<file path="config.mk">
export PLATFORM = sky130hd
export DESIGN_NAME = bus_io_port
export DESIGN_NICKNAME = d
export VERILOG_FILES = /design/src/rtl/bus_io_port.sv
export SDC_FILE = /design/constraint.sdc
export NUM_CORES = 1
export LEC_CHECK = 0
export CORE_ASPECT_RATIO = 1.75
export CORE_UTILIZATION = 54
export DETAILED_ROUTE_END_ITERATION = 7
export PLACE_DENSITY = 0.78
export RECOVER_POWER = 25
export SYNTH_ARGS = -nofsm -noshare
export SYNTH_HDL_FRONTEND = slang
export SYNTH_SLANG_ARGS = --single-unit
</file>
<file path="constraint.sdc">
create_clock -name g_clk -period 4 [get_ports g_clk]
set_input_delay 0.4 -clock g_clk [delete_from_list [all_inputs] [get_ports g_clk]]
set_output_delay 0.4 -clock g_clk [all_outputs]
set_load 0.05 [all_outputs]
</file>
<file path="src/rtl/bus_io_port.sv">
// bus_io_port: peripheral-side peer for the processor's 4-phase byte I/O handshake.
// Each handshake pushes bus_out into a TX FIFO and returns the RX FIFO head on bus_in.
module bus_io_port #(
    parameter int unsigned DEPTH      = 4,
    parameter int unsigned AW         = 2,
    parameter logic [7:0]  EMPTY_BYTE = 8'h00
) (
    input  logic          g_clk,
    input  logic          g_clr,
    input  logic          p_hs_out,
    input  logic [7:0]    p_bus_out,
    output logic          p_hs_in,
    output logic [7:0]    p_bus_in,
    input  logic          rx_wr_en,
    input  logic [7:0]    rx_wr_data,
    output logic          rx_full,
    output logic [AW:0]   rx_count,
    input  logic          tx_rd_en,
    output logic [7:0]    tx_rd_data,
    output logic          tx_empty,
    output logic [AW:0]   tx_count,
    input  logic          err_clr,
    output logic          err_ovf,
    output logic          err_unf
);

    localparam logic [AW:0] FullCnt = (AW+1)'(DEPTH);

    typedef enum logic [1:0] {StIdle, StAck, StWaitRel} state_t;

    state_t        r_state, w_state_nxt;
    logic          r_hs_in, w_hs_in_nxt;
    logic [7:0]    r_bus_in, w_bus_in_nxt;
    logic          r_err_ovf, r_err_unf;

    logic [7:0]    r_rx_mem [DEPTH];
    logic [AW-1:0] r_rx_wptr, r_rx_rptr;
    logic [AW:0]   r_rx_count;
    logic [7:0]    r_tx_mem [DEPTH];
    logic [AW-1:0] r_tx_wptr, r_tx_rptr;
    logic [AW:0]   r_tx_count;

    logic w_rx_full, w_rx_empty, w_tx_full, w_tx_empty;
    logic w_xchg, w_rx_push, w_rx_pop, w_tx_push, w_tx_pop;

    assign w_rx_full  = (r_rx_count == FullCnt);
    assign w_rx_empty = (r_rx_count == '0);
    assign w_tx_full  = (r_tx_count == FullCnt);
    assign w_tx_empty = (r_tx_count == '0);

    // Host write only sees pre-edge occupancy, so a same-edge exchange pop never makes room.
    assign w_rx_push = rx_wr_en && !w_rx_full;
    assign w_rx_pop  = w_xchg && !w_rx_empty;
    assign w_tx_push = w_xchg;
    assign w_tx_pop  = tx_rd_en && !w_tx_empty;

    always_comb begin
        w_state_nxt  = r_state;
        w_hs_in_nxt  = r_hs_in;
        w_bus_in_nxt = r_bus_in;
        w_xchg       = 1'b0;
        unique case (r_state)
            StIdle: begin
                if (p_hs_out && !w_tx_full) begin
                    w_xchg       = 1'b1;
                    w_hs_in_nxt  = 1'b1;
                    w_bus_in_nxt = w_rx_empty ? EMPTY_BYTE : r_rx_mem[r_rx_rptr];
                    w_state_nxt  = StAck;
                end
            end
            StAck: begin
                if (!p_hs_out) begin
                    w_hs_in_nxt = 1'b0;
                    w_state_nxt = StWaitRel;
                end
            end
            StWaitRel: w_state_nxt = StIdle;
            default:   w_state_nxt = StIdle;
        endcase
    end

    always_ff @(posedge g_clk) begin
        if (g_clr) begin
            r_state   <= StIdle;
            r_hs_in   <= 1'b0;
            r_bus_in  <= 8'h00;
            r_err_ovf <= 1'b0;
            r_err_unf <= 1'b0;
        end else begin
            r_state   <= w_state_nxt;
            r_hs_in   <= w_hs_in_nxt;
            r_bus_in  <= w_bus_in_nxt;
            r_err_ovf <= (rx_wr_en && w_rx_full) || (r_err_ovf && !err_clr);
            r_err_unf <= (w_xchg && w_rx_empty) || (r_err_unf && !err_clr);
        end
    end

    always_ff @(posedge g_clk) begin
        if (g_clr) begin
            r_rx_wptr  <= '0;
            r_rx_rptr  <= '0;
            r_rx_count <= '0;
            r_tx_wptr  <= '0;
            r_tx_rptr  <= '0;
            r_tx_count <= '0;
        end else begin
            if (w_rx_push) r_rx_wptr <= r_rx_wptr + 1'b1;
            if (w_rx_pop)  r_rx_rptr <= r_rx_rptr + 1'b1;
            case ({w_rx_push, w_rx_pop})
                2'b10:   r_rx_count <= r_rx_count + 1'b1;
                2'b01:   r_rx_count <= r_rx_count - 1'b1;
                default: ;
            endcase
            if (w_tx_push) r_tx_wptr <= r_tx_wptr + 1'b1;
            if (w_tx_pop)  r_tx_rptr <= r_tx_rptr + 1'b1;
            case ({w_tx_push, w_tx_pop})
                2'b10:   r_tx_count <= r_tx_count + 1'b1;
                2'b01:   r_tx_count <= r_tx_count - 1'b1;
                default: ;
            endcase
        end
    end

    // Storage is not reset; occupancy counts gate every read.
    always_ff @(posedge g_clk) begin
        if (!g_clr && w_rx_push) r_rx_mem[r_rx_wptr] <= rx_wr_data;
        if (!g_clr && w_tx_push) r_tx_mem[r_tx_wptr] <= p_bus_out;
    end

    assign p_hs_in    = r_hs_in;
    assign p_bus_in   = r_bus_in;
    assign rx_full    = w_rx_full;
    assign rx_count   = r_rx_count;
    assign tx_empty   = w_tx_empty;
    assign tx_count   = r_tx_count;
    assign tx_rd_data = w_tx_empty ? 8'h00 : r_tx_mem[r_tx_rptr];
    assign err_ovf    = r_err_ovf;
    assign err_unf    = r_err_unf;

endmodule

</file>
==> summary by stage, run 1 <==
Floorplan
The floorplan row count is 40. The area of the core is between 6000 and 7000 um2. The initial standard-cell utilization of the core is a little under three fifths. The x dimension of the die is ~65 um. The chip height is about 110 um.

The top-level I/O count is 49. The die covers approximately 7300 um2.

Cells and area
After filler insertion, the fill cell instance count of the layout stands at between 400 and 500. For this run, the post-layout net count is about 330. The cell area after layout is about 4700 um2. The number of antenna diodes in the final layout is 0. Leaving out fill and tap cells, the most frequent cell in the layout is edfxtp_1. The share of layout cells above drive strength 1 is between 10 and 15%.

In the layout the commonest cells are edfxtp_1, clkdlybuf4s50_1, dfxtp_1, mux4_2, a21oi_1. Compared with the post-synthesis result, the final layout area differs by 24.2%.

Global routing
The wire length of the first global-routing pass is between 10 and 15 mm. The via count of the first global-routing pass is about 2,200. The overall global routing resource usage is 20.2%.

The largest net degree at the start of global routing is 29. The total grt overflow is 0. The number of antenna violations at the first check in global routing is 0.

STA
The minimum clock period after layout is 2.82 ns. The minimum hold slack is between 0.4 and 0.5 ns. The relative max-transition margin is a little over half. For the pin with the worst max-slew slack, the measured transition is between 0.7 and 0.8 ns. Setup repair after global routing left no endpoint under its margin. The setup clock skew after layout is around 0.0046 ns. The fmax is roughly 0.36 GHz. The hold violation total from the final report is 0. The final setup violation count is 0. The number of pins with negative max-slew slack in the final report came to 0. The post-route clock period utilization is a little over two thirds.

In the final timing run, aggregate negative setup slack is 0 ns.

Worst setup path
The kind of cell with the highest combined delay along the critical path is buffers and inverters. The critical path buffer and inverter count is 1. The delay of the slowest cell on the worst path is slightly below 0.7 ns.

The highest-delay cell along the critical path is clkdlybuf4s50_1. STA classifies the critical path startpoint as a register. The endpoint class of the critical path is a primary output.

Walking the worst path, the cells encountered are mux4_2 > nor2b_1 > clkdlybuf4s50_1. The maximum fanout count along the critical path is 8. By startpoint and endpoint, the worst setup path is classified as reg -> out. The worst endpoint data arrival time is roughly 2.4 ns.

At the worst endpoint, the required time is between 3 and 4 ns.

Power
The net switching fraction of the power is around 33%. The power density normalized to cell area is just under 700 nW/um2. The sequential fraction of design power is between 40% and 50%.

The design draws about 3.2 mW. In this run, the clock network consumes 28.0% of the power. The internal power of the cells totals about 2.1 mW. The switching power total is roughly 1.1 mW.

VDD sags by at most about 400 uV. The cell leakage power is 1.59 nW. Of the total power, combinational logic draws around a third.

Drt
The final route contains around 2,100 vias. Using the TritonRoute via totals, the vias-per-cell ratio works out to 5.49. For this run, design rule violations remaining after detail routing come to 0. The wire length reported by the detailed router is 6.44 mm. The number of iterations in the first detailed-routing pass is 4. The post-detailed-route wirelength per cell is 16.8 um. In this run the remaining antenna-violating nets after routing total 0. The starting DRC count in detailed routing is 88.

Status
The run finished with clean final reports.

Placement
The cell area reported after detailed placement is about 4400 um2. The final RePlAce weighted congestion is 0.724. The count of buffers inserted at the top-level ports is 48. The HPWL after detailed placement is about 4.7 mm.

Clock network
The number of buffers added for setup after CTS is 0. The maximum clock path buffer count is 2. The quantity of gates resized following cts is 0. The root cell of the clock tree is clkbuf_16. The clock-pin slew on the worst setup and hold paths is ~0.06 ns. The number of CTS-inserted buffers is 9. The clock net in this run drives a total of 95 sinks. The clock network latency to the later pin of the worst-skew pair is around 0.33 ns. The number of H-tree branching levels is 3.

The cts-stage hold buffer count is 0. The TritonCTS clock tree is built.

Job
The total of max-cap violations is 0.

Yosys
Yosys printed 0 warnings. The cell accounting for the most synthesized area is edfxtp_1. Synthesis produced a netlist whose cell count is 238. The cell area after synthesis is 3770 um2. The synthesized netlist contains 33 unique library cells. Synthesis produced a netlist with a net count of between 200 and 300. Summing the sequential cell areas from Yosys gives 67.4% of the chip area. The flip-flop and latch count after synthesis is 95. Each instance of the synthesized netlist takes up on average ~16 um2.

Yosys attributes the largest share of cell area to edfxtp_1, dfxtp_1, mux4_2, ha_1, a32o_1. The synthesized design devotes to its leading area cell type approximately 50% of total area.

Worst hold path
The tightest min-delay check is of the reg -> reg type.
-- cells by family after synthesis --
family | synth area share, %
DFF | 67.4
adders and majority gates | 4.38
buffers and inverters | 2.52
muxes | 9.55
AOI/OAI and AO/OA | 5.94
and+or+nand+nor | 8.85
xor gates and xnor gates | 1.39
-- area by class of cell --
type	instances	area (um2)	share of cell area [%]
flip-flops and latches	95	2540	54.2
multi-input cells	121	1140	24.2
repair buffers	55	533	11.4
clock buffers	10	239	5.10
well taps	84	105	2.24
clock inverters	6	83.8	1.79
inverters	13	48.8	1.04
-- synth_stat cells (all sizes together) --
library cell and count:
o31ai 4, or4 2, nor2b 9, inv 13, nor3 3, a32o 8
nor4 1, buf 5, mux4 16, nand2b 2, edfxtp 64, fa 2
nand3b 2, nor3b 7, dfxtp 31, ha 10, nand3 3, nor2 12
or3 3, xor2 6, and2 4, nand2 2, a21oi 15, o311ai 1
or3b 3, clkbuf 4, o21ai 6
-- flip-flops by register name, summed over array words and instances (netlist names), named ones only --
| signal | cells |
|---|---|
| rx_count | 3 |
| err_unf | 1 |
| err_ovf | 1 |
| r_tx_mem | 32 |
| r_tx_wptr | 2 |
| p_bus_in | 8 |
| r_tx_rptr | 2 |
| r_rx_wptr | 2 |
| r_rx_rptr | 2 |
| p_hs_in | 1 |
| tx_count | 3 |
| r_rx_mem | 32 |
| r_state | 2 |
-- per-layer routing --
metal	wire (um)	vias to the layer above	global-route usage [%]
met2	3690	51	35.4
met3	241	6	4.88
met1	2430	1027	23.4
met5	0	-	0
li1	-	1023	-
met4	84	0	7.83
-- stage by stage --
stage          util (%)  setup WS, ns  instances
6_report           68.9          1.18        384
5_1_grt            68.9          1.02        384
4_1_cts            68.9          1.11        384
3_5_place_dp       64.1         0.963        368
3_3_place_gp       64.1          1.06        368
2_1_floorplan         -         0.369        238
-- power groups by stage --
stage          registers [mW]  logic [mW]  clock network, mW
6_report                 1.27        1.02              0.886
5_1_grt                  1.29        1.08              0.941
4_1_cts                  1.27        1.03              0.908
3_5_place_dp             1.29        1.02                  0
3_3_place_gp             1.29        1.00                  0
2_1_floorplan            1.37       0.622                  0
-- tightest hold or removal path: stages (launching register included) --
cell and delay (ns):
dfxtp_1 0.31, nand2_1 0.05, a21oi_1 0.06
-- path summary, 6_finish.rpt --
check | cells past startpoint | start | to | slack, ns
setup / recovery | 3 | register | tx_rd_data[6] | 1.18
hold / removal | 2 | p_hs_in | p_hs_in | 0.47
setup reg to reg | 9 | tx_count[2] | tx_count[2] | 1.45
hold reg to reg | 2 | p_hs_in | p_hs_in | 0.47
No activity file was read; power rests on OpenSTA's default activity.
==> run 2: changes to the inputs <==
==> constraint.sdc (replaced) <==
create_clock -name g_clk -period 2.7 [get_ports g_clk]
set_input_delay 0.27 -clock g_clk [delete_from_list [all_inputs] [get_ports g_clk]]
set_output_delay 0.27 -clock g_clk [all_outputs]
set_load 0.05 [all_outputs]
==> summary by stage, run 2 (synthesis gave the netlist of run 1 again) <==
Worst setup path
Traced cell by cell, the critical path runs through or3b_2 > nand2_1 > buf_4 > ha_1 > inv_1 > fa_1 > xor2_1 > or3_1 > a21oi_1. The reg-to-reg critical path endpoint is tx_count[2]. The critical path class is reg -> reg. The family with the most delay on the worst path is simple AND/OR/NAND/NOR gates. The worst register-to-register path begins at tx_count[2]. The endpoint class of the critical path is a register. The delay of the slowest cell on the worst path came to 0.50 ns (-0.19 ns). The maximum fanout count along the critical path is 15 (+7). The critical path buffer and inverter count was 2 (+1). The worst endpoint data arrival time was 2.82 ns (+0.40 ns). For this design, the slowest cell found on the critical path is or3b_2. The critical path data required time is 2.96 ns (-0.64 ns). The worst setup slack for register-to-register paths is 0.14 ns (-1.31 ns). The kind of launch point of the worst setup path is a register.

The worst reg2reg path depth is 9 (unchanged).

Floorplan
The chip height is 113 um (unchanged). The top-level I/O count was 49 (unchanged). The x dimension of the die came to 65.2 um (unchanged).

The floorplan row count is 40 (unchanged). The area of the core came to 6810 um2 (unchanged). The floorplan die area came to 7340 um2 (unchanged). The initial standard-cell utilization of the core was 55.4% (unchanged).

Clock network
The number of buffers added for setup after CTS was 0 (unchanged). The maximum clock path buffer count is 2 (unchanged). The quantity of gates resized following cts came to 0 (unchanged).

The clock network latency to the later pin of the worst-skew pair is 0.34 ns (about the same). The TritonCTS clock tree is built. The number of CTS-inserted buffers came to 9 (unchanged).

The number of H-tree branching levels is 3 (unchanged). The clock-pin slew on the worst setup and hold paths was 0.06 ns (about the same). The cts-stage hold buffer count came to 0 (unchanged).

The clock sink count is 95 (unchanged). The root cell of the clock tree is clkbuf_16.

Placement
The count of buffers inserted at the top-level ports was 48 (unchanged). The worst setup slack after placement is 0.121 ns (-0.842 ns). The final RePlAce weighted congestion came to 0.741 (+2.3%). The cell area reported after detailed placement is 4420 um2 (+1.3%). The total instance count after detailed placement is 373 (+1.4%).

The sum of net half-perimeters after detailed placement is 4.68 mm (-0.10%).

Global routing
The via count of the first global-routing pass is 2,312 (+5.8%). The wire length of the first global-routing pass is 10.8 mm (+0.45%). The overall global routing resource usage is 20.3% (about the same). The number of antenna violations at the first check in global routing is 0 (unchanged). The largest net degree at the start of global routing is 28 (-3.4%). The total grt overflow is 0 (unchanged).

STA
The minimum hold slack came to 0.464 ns (-0.00524 ns). The setup clock skew after layout is 0.00606 ns (+0.00148 ns). The number of pins with negative max-slew slack in the final report was 0 (unchanged). Setup repair after global routing left no endpoint under its margin.

The actual slew at the worst max-slew pin is 0.548 ns (-0.163 ns). The final setup violation count is 0 (unchanged). The minimum clock period after layout is between 2 and 3 ns. The sum of negative setup slack is 0 ns (unchanged). The fmax is just under 0.4 GHz. The hold violation total from the final report is 0 (unchanged). The least setup slack across all paths after layout is 0.139 ns (-1.05 ns).

The post-route clock period utilization is about 95%. The relative max-transition margin is 63.4% (+11 points).

Drt
The number of vias after detailed routing is 2,168 (+2.9%). The remaining antenna violation count after routing is 0 (unchanged). The number of remaining DRC errors is 0 (unchanged). The number of vias per cell after detailed routing is 5.57 (+1.6%).

The starting DRC count in detailed routing came to 108 (+23%). The post-detailed-route wirelength per cell is 17.0 um (+1.3%). The wire length reported by the detailed router is 6.61 mm (+2.7%).

The number of iterations in the first detailed-routing pass is 4 (unchanged).

Worst hold path
The launch instance of the worst min-delay path is p_hs_in. The end of the worst hold path is p_hs_in. The min-delay analysis places its worst path in the category reg -> reg. The worst hold path cell count was 2 (unchanged).

Cells and area
The fill cell total of the finished layout is 495 (unchanged). The final net count is 334 (+1.5%). The antenna diode count is 0 (unchanged).

The cell area after layout came to 4730 um2 (+0.99%). Leaving out fill and tap cells, the most frequent cell in the layout is edfxtp_1. The final non-filler cell total is 389 (+1.3%). The final standard cell utilization of the core is 69.6% (+0.68 points). The share of layout cells above drive strength 1 is 16.1% (+1.7 points). The synthesis-to-finish area growth is 25.5%. The top cell types in the final layout, fill and taps aside, are edfxtp_1, clkdlybuf4s50_1, dfxtp_1, mux4_2, a21oi_1.

Power
The maximum resistive drop on vdd is 669 uV (+66%). The overall power of the completed layout is 4.76 mW (+50%). The power density normalized to cell area is 1010 nW/um2 (+49%). The cell leakage power was 1.62 nW (+1.8%).

Status
The flow ran to the end, and the final reports show no timing, DRC or antenna violations.

Job
The total of max-cap violations was 0 (unchanged).
[run 2: changes by cell type in the layout (fill, tap and decap cells not counted)]
cell	previous run	this run
clkbuf_1	0	2
inv_6	0	2
nor3b_4	0	1
nor3_2	0	1
buf_4	7	12
nor3_1	3	2
dfxtp_1	31	30
clkbuf_8	1	0
clkinv_2	1	0
dfxtp_2	0	1
nor3b_1	6	5
clkinvlp_4	2	0
[run 2: worst max-delay path by stage]
stage / startpoint / end / slack, ns / depth (start not counted)
final: tx_count[2] / tx_count[2] / 0.14 / 9
after CTS: tx_count[2] / tx_count[2] / 0.14 / 9
after global routing: tx_count[2] / tx_count[2] / 0.03 / 9
after global placement: p_hs_out / rx_count[2] / 0.19 / 10
after floorplan: rx_count[2] / rx_count[2] / -0.06 / 8
after detailed placement: p_hs_out / rx_count[2] / 0.12 / 10
[run 2: power breakdown]
part	switching [mW]	total, mW	internal (mW)
sequential	0.129	1.83	1.70
combinational	0.970	1.62	0.652
clock	0.494	1.31	0.815
total	1.59	4.76	3.17
[run 2: worst min-delay path, stage by stage (launching register included)]
cell and delay, ns:
dfxtp_1 0.31, nand2_1 0.05, a21oi_1 0.06
[run 2: per-layer routing]
metal / share of wire, % / global-route usage, %
met5: 0 / 0
met4: 2.1 / 10.0
met3: 3.1 / 3.56
met2: 57 / 37.7
met1: 37 / 20.9
[run 2: layout make-up]
type	count	area (um2)	area share, %
Clock buffer	11	233	4.92
Clock inverter	5	81.3	1.72
Inverter	13	48.8	1.03
Multi-Input combinational cell	121	1150	24.3
Sequential cell	95	2540	53.7
Tap cell	84	105	2.22
Timing Repair Buffer	60	571	12.1
==> run 3: changes to the inputs <==
--- a/config.mk
+++ b/config.mk
@@ -5,7 +5,9 @@
 export SDC_FILE = /design/constraint.sdc
 export NUM_CORES = 1
 export LEC_CHECK = 0
+export ABC_CLOCK_PERIOD_IN_PS = 2700
 export CORE_ASPECT_RATIO = 1.75
+export CORE_MARGIN = 1.5
 export CORE_UTILIZATION = 54
 export DETAILED_ROUTE_END_ITERATION = 7
 export PLACE_DENSITY = 0.78
==> summary by stage, run 3 (synthesis gave the netlist of run 1 again) <==
Status
The flow ran to the end, and the final reports show no timing, DRC or antenna violations.

Worst setup path
The worst reg2reg path depth is 9 (unchanged). STA classifies the critical path startpoint as a register. The worst endpoint data arrival time is 2.81 ns (about the same). The critical path depth is 9 (unchanged). The critical path buffer and inverter count is 2 (unchanged). STA classifies the critical path endpoint as a register.

The maximum fanout count along the critical path came to 15 (unchanged). The delay of the slowest cell on the worst path is 0.51 ns (about the same). Traced cell by cell, the critical path runs through or3b_2 > nand2_1 > buf_4 > ha_1 > inv_1 > fa_1 > xor2_1 > or3_1 > a21oi_1.

The critical path in this run is classified as reg -> reg. On the critical path, the stage with the largest delay is an instance of or3b_2. The critical path data required time is 2.97 ns (about the same).

The worst setup slack for register-to-register paths is 0.17 ns (+0.03 ns). The kind of cell with the highest combined delay along the critical path is simple AND/OR/NAND/NOR gates.

STA
The actual slew at the worst max-slew pin was 0.570 ns (+0.0215 ns). Setup repair after global routing left no endpoint under its margin. The hold violation total from the final report was 0 (unchanged). The sum of negative setup slack came to 0 ns (unchanged). The number of pins with negative max-slew slack in the final report came to 0 (unchanged). The setup clock skew after layout is 0.0178 ns (+0.0117 ns). The least setup slack across all paths after layout is 0.165 ns (+0.0261 ns). The post-route clock period utilization is 93.9% (-0.97 points).

The final setup violation count came to 0 (unchanged). The minimum hold slack is 0.477 ns (+0.0127 ns). The minimum clock period after layout came to 2.53 ns (-0.0261 ns).

The relative max-transition margin is 62.0% (-1.4 points). The fmax is 0.395 GHz (+1.0%).

Placement
The count of buffers inserted at the top-level ports is 48 (unchanged). The total instance count after detailed placement is 373 (unchanged). The sum of net half-perimeters after detailed placement is 4.81 mm (+2.8%). The worst setup slack after placement is 0.106 ns (-0.0154 ns). The final RePlAce weighted congestion is 0.769 (+3.8%). The cell area reported after detailed placement is 4420 um2 (unchanged).

Global routing
The total grt overflow is 0 (unchanged). The wire length of the first global-routing pass is 11.5 mm (+6.6%). The via count of the first global-routing pass is 2,313 (+0.043%). The largest net degree at the start of global routing is 28 (unchanged). The overall global routing resource usage is 21.4% (+1.1 points). The number of antenna violations at the first check in global routing is 0 (unchanged).

Clock network
The cts-stage hold buffer count is 0 (unchanged). The number of buffers added for setup after CTS is 0 (unchanged). The clock network latency to the later pin of the worst-skew pair is 0.36 ns (+0.02 ns). The number of H-tree branching levels came to 3 (unchanged). The TritonCTS clock tree is built. The clock-pin slew on the worst setup and hold paths is 0.06 ns (about the same). The number of CTS-inserted buffers was 9 (unchanged).

The clock sink count was 95 (unchanged). The quantity of gates resized following cts came to 0 (unchanged). The tree is rooted in a clkbuf_16. The maximum clock path buffer count is 2 (unchanged).

Cells and area
The share of layout cells above drive strength 1 is 17.0% (+0.98 points). The antenna diode count is 0 (unchanged). The final non-filler cell total came to 389 (unchanged).

The final standard cell utilization of the core came to 69.5% (about the same). In the layout the commonest cells are edfxtp_1, clkdlybuf4s50_1, dfxtp_1, mux4_2, a21oi_1. The final net count is 334 (unchanged).

Leaving out fill and tap cells, the most frequent cell in the layout is edfxtp_1. The cell area after layout is 4730 um2 (about the same). The synthesis-to-finish area growth is 25.4% (about the same). The fill cell total of the finished layout is 476 (-3.8%).

Drt
The number of iterations in the first detailed-routing pass is 6 (+2). The number of vias per cell after detailed routing was 5.66 (+1.5%). The number of remaining DRC errors is 0 (unchanged). The number of vias after detailed routing was 2,200 (+1.5%). The wire length reported by the detailed router is 7.17 mm (+8.5%). The post-detailed-route wirelength per cell is 18.4 um (+8.5%). The starting DRC count in detailed routing is 142 (+31%). The remaining antenna violation count after routing is 0 (unchanged).

Power
The power density normalized to cell area is 1010 nW/um2 (+0.41%). The maximum resistive drop on vdd is 632 uV (-5.4%). The overall power of the completed layout came to 4.78 mW (+0.35%).

The cell leakage power is 1.61 nW (-0.11%).

Job
The total of max-cap violations is 0 (unchanged).

Floorplan
The chip height was 114 um (+0.89%). The x dimension of the die came to 66.2 um (+1.5%). The floorplan row count is 40 (unchanged). The floorplan die area was 7520 um2 (+2.4%). The top-level I/O count is 49 (unchanged). The initial standard-cell utilization of the core is 55.4% (unchanged). The area of the core came to 6810 um2 (unchanged).

Worst hold path
The worst hold path cell count is 2 (unchanged). In this run the worst hold path is classified as reg -> reg.
run 3: worst paths after layout:
kind / startpoint / endpoint
hold reg to reg: p_hs_in / p_hs_in
setup / recovery: tx_count[2] / tx_count[2]
hold / removal: p_hs_in / p_hs_in
setup reg to reg: tx_count[2] / tx_count[2]
run 3: area by class of cell:
cell class / count / area (um2) / area share [%]
tap: 84 / 105 / 2.22
timing repair buffer: 60 / 571 / 12.1
multi-input combinational: 121 / 1150 / 24.4
inverter: 13 / 48.8 / 1.03
sequential: 95 / 2540 / 53.8
clock buffer: 9 / 225 / 4.76
clock inverter: 7 / 86.3 / 1.82
run 3: per-layer routing:
layer  vias to the layer above  track usage [%]  wire [um]
met5                         -                0          0
met1                      1096             22.5       2530
met3                        18             3.06        212
li1                       1031                -          -
met2                        55             37.9       4120
met4                         0             14.8        312
run 3: worst reg2reg max path, cell delays in order, from the launching register on:
cell     delay (ns)
dfxtp_2        0.40
or3b_2         0.51
nand2_1        0.10
buf_4          0.21
ha_1           0.21
inv_1          0.06
fa_1           0.37
xor2_1         0.17
or3_1          0.31
a21oi_1        0.13
run 3: power breakdown:
part / total [mW] / leakage [nW] / switching (mW) / internal (mW)
Clock: 1.31 / 0.150 / 0.574 / 0.739
Sequential: 1.84 / 0.834 / 0.136 / 1.70
Combinational: 1.63 / 0.629 / 0.977 / 0.651
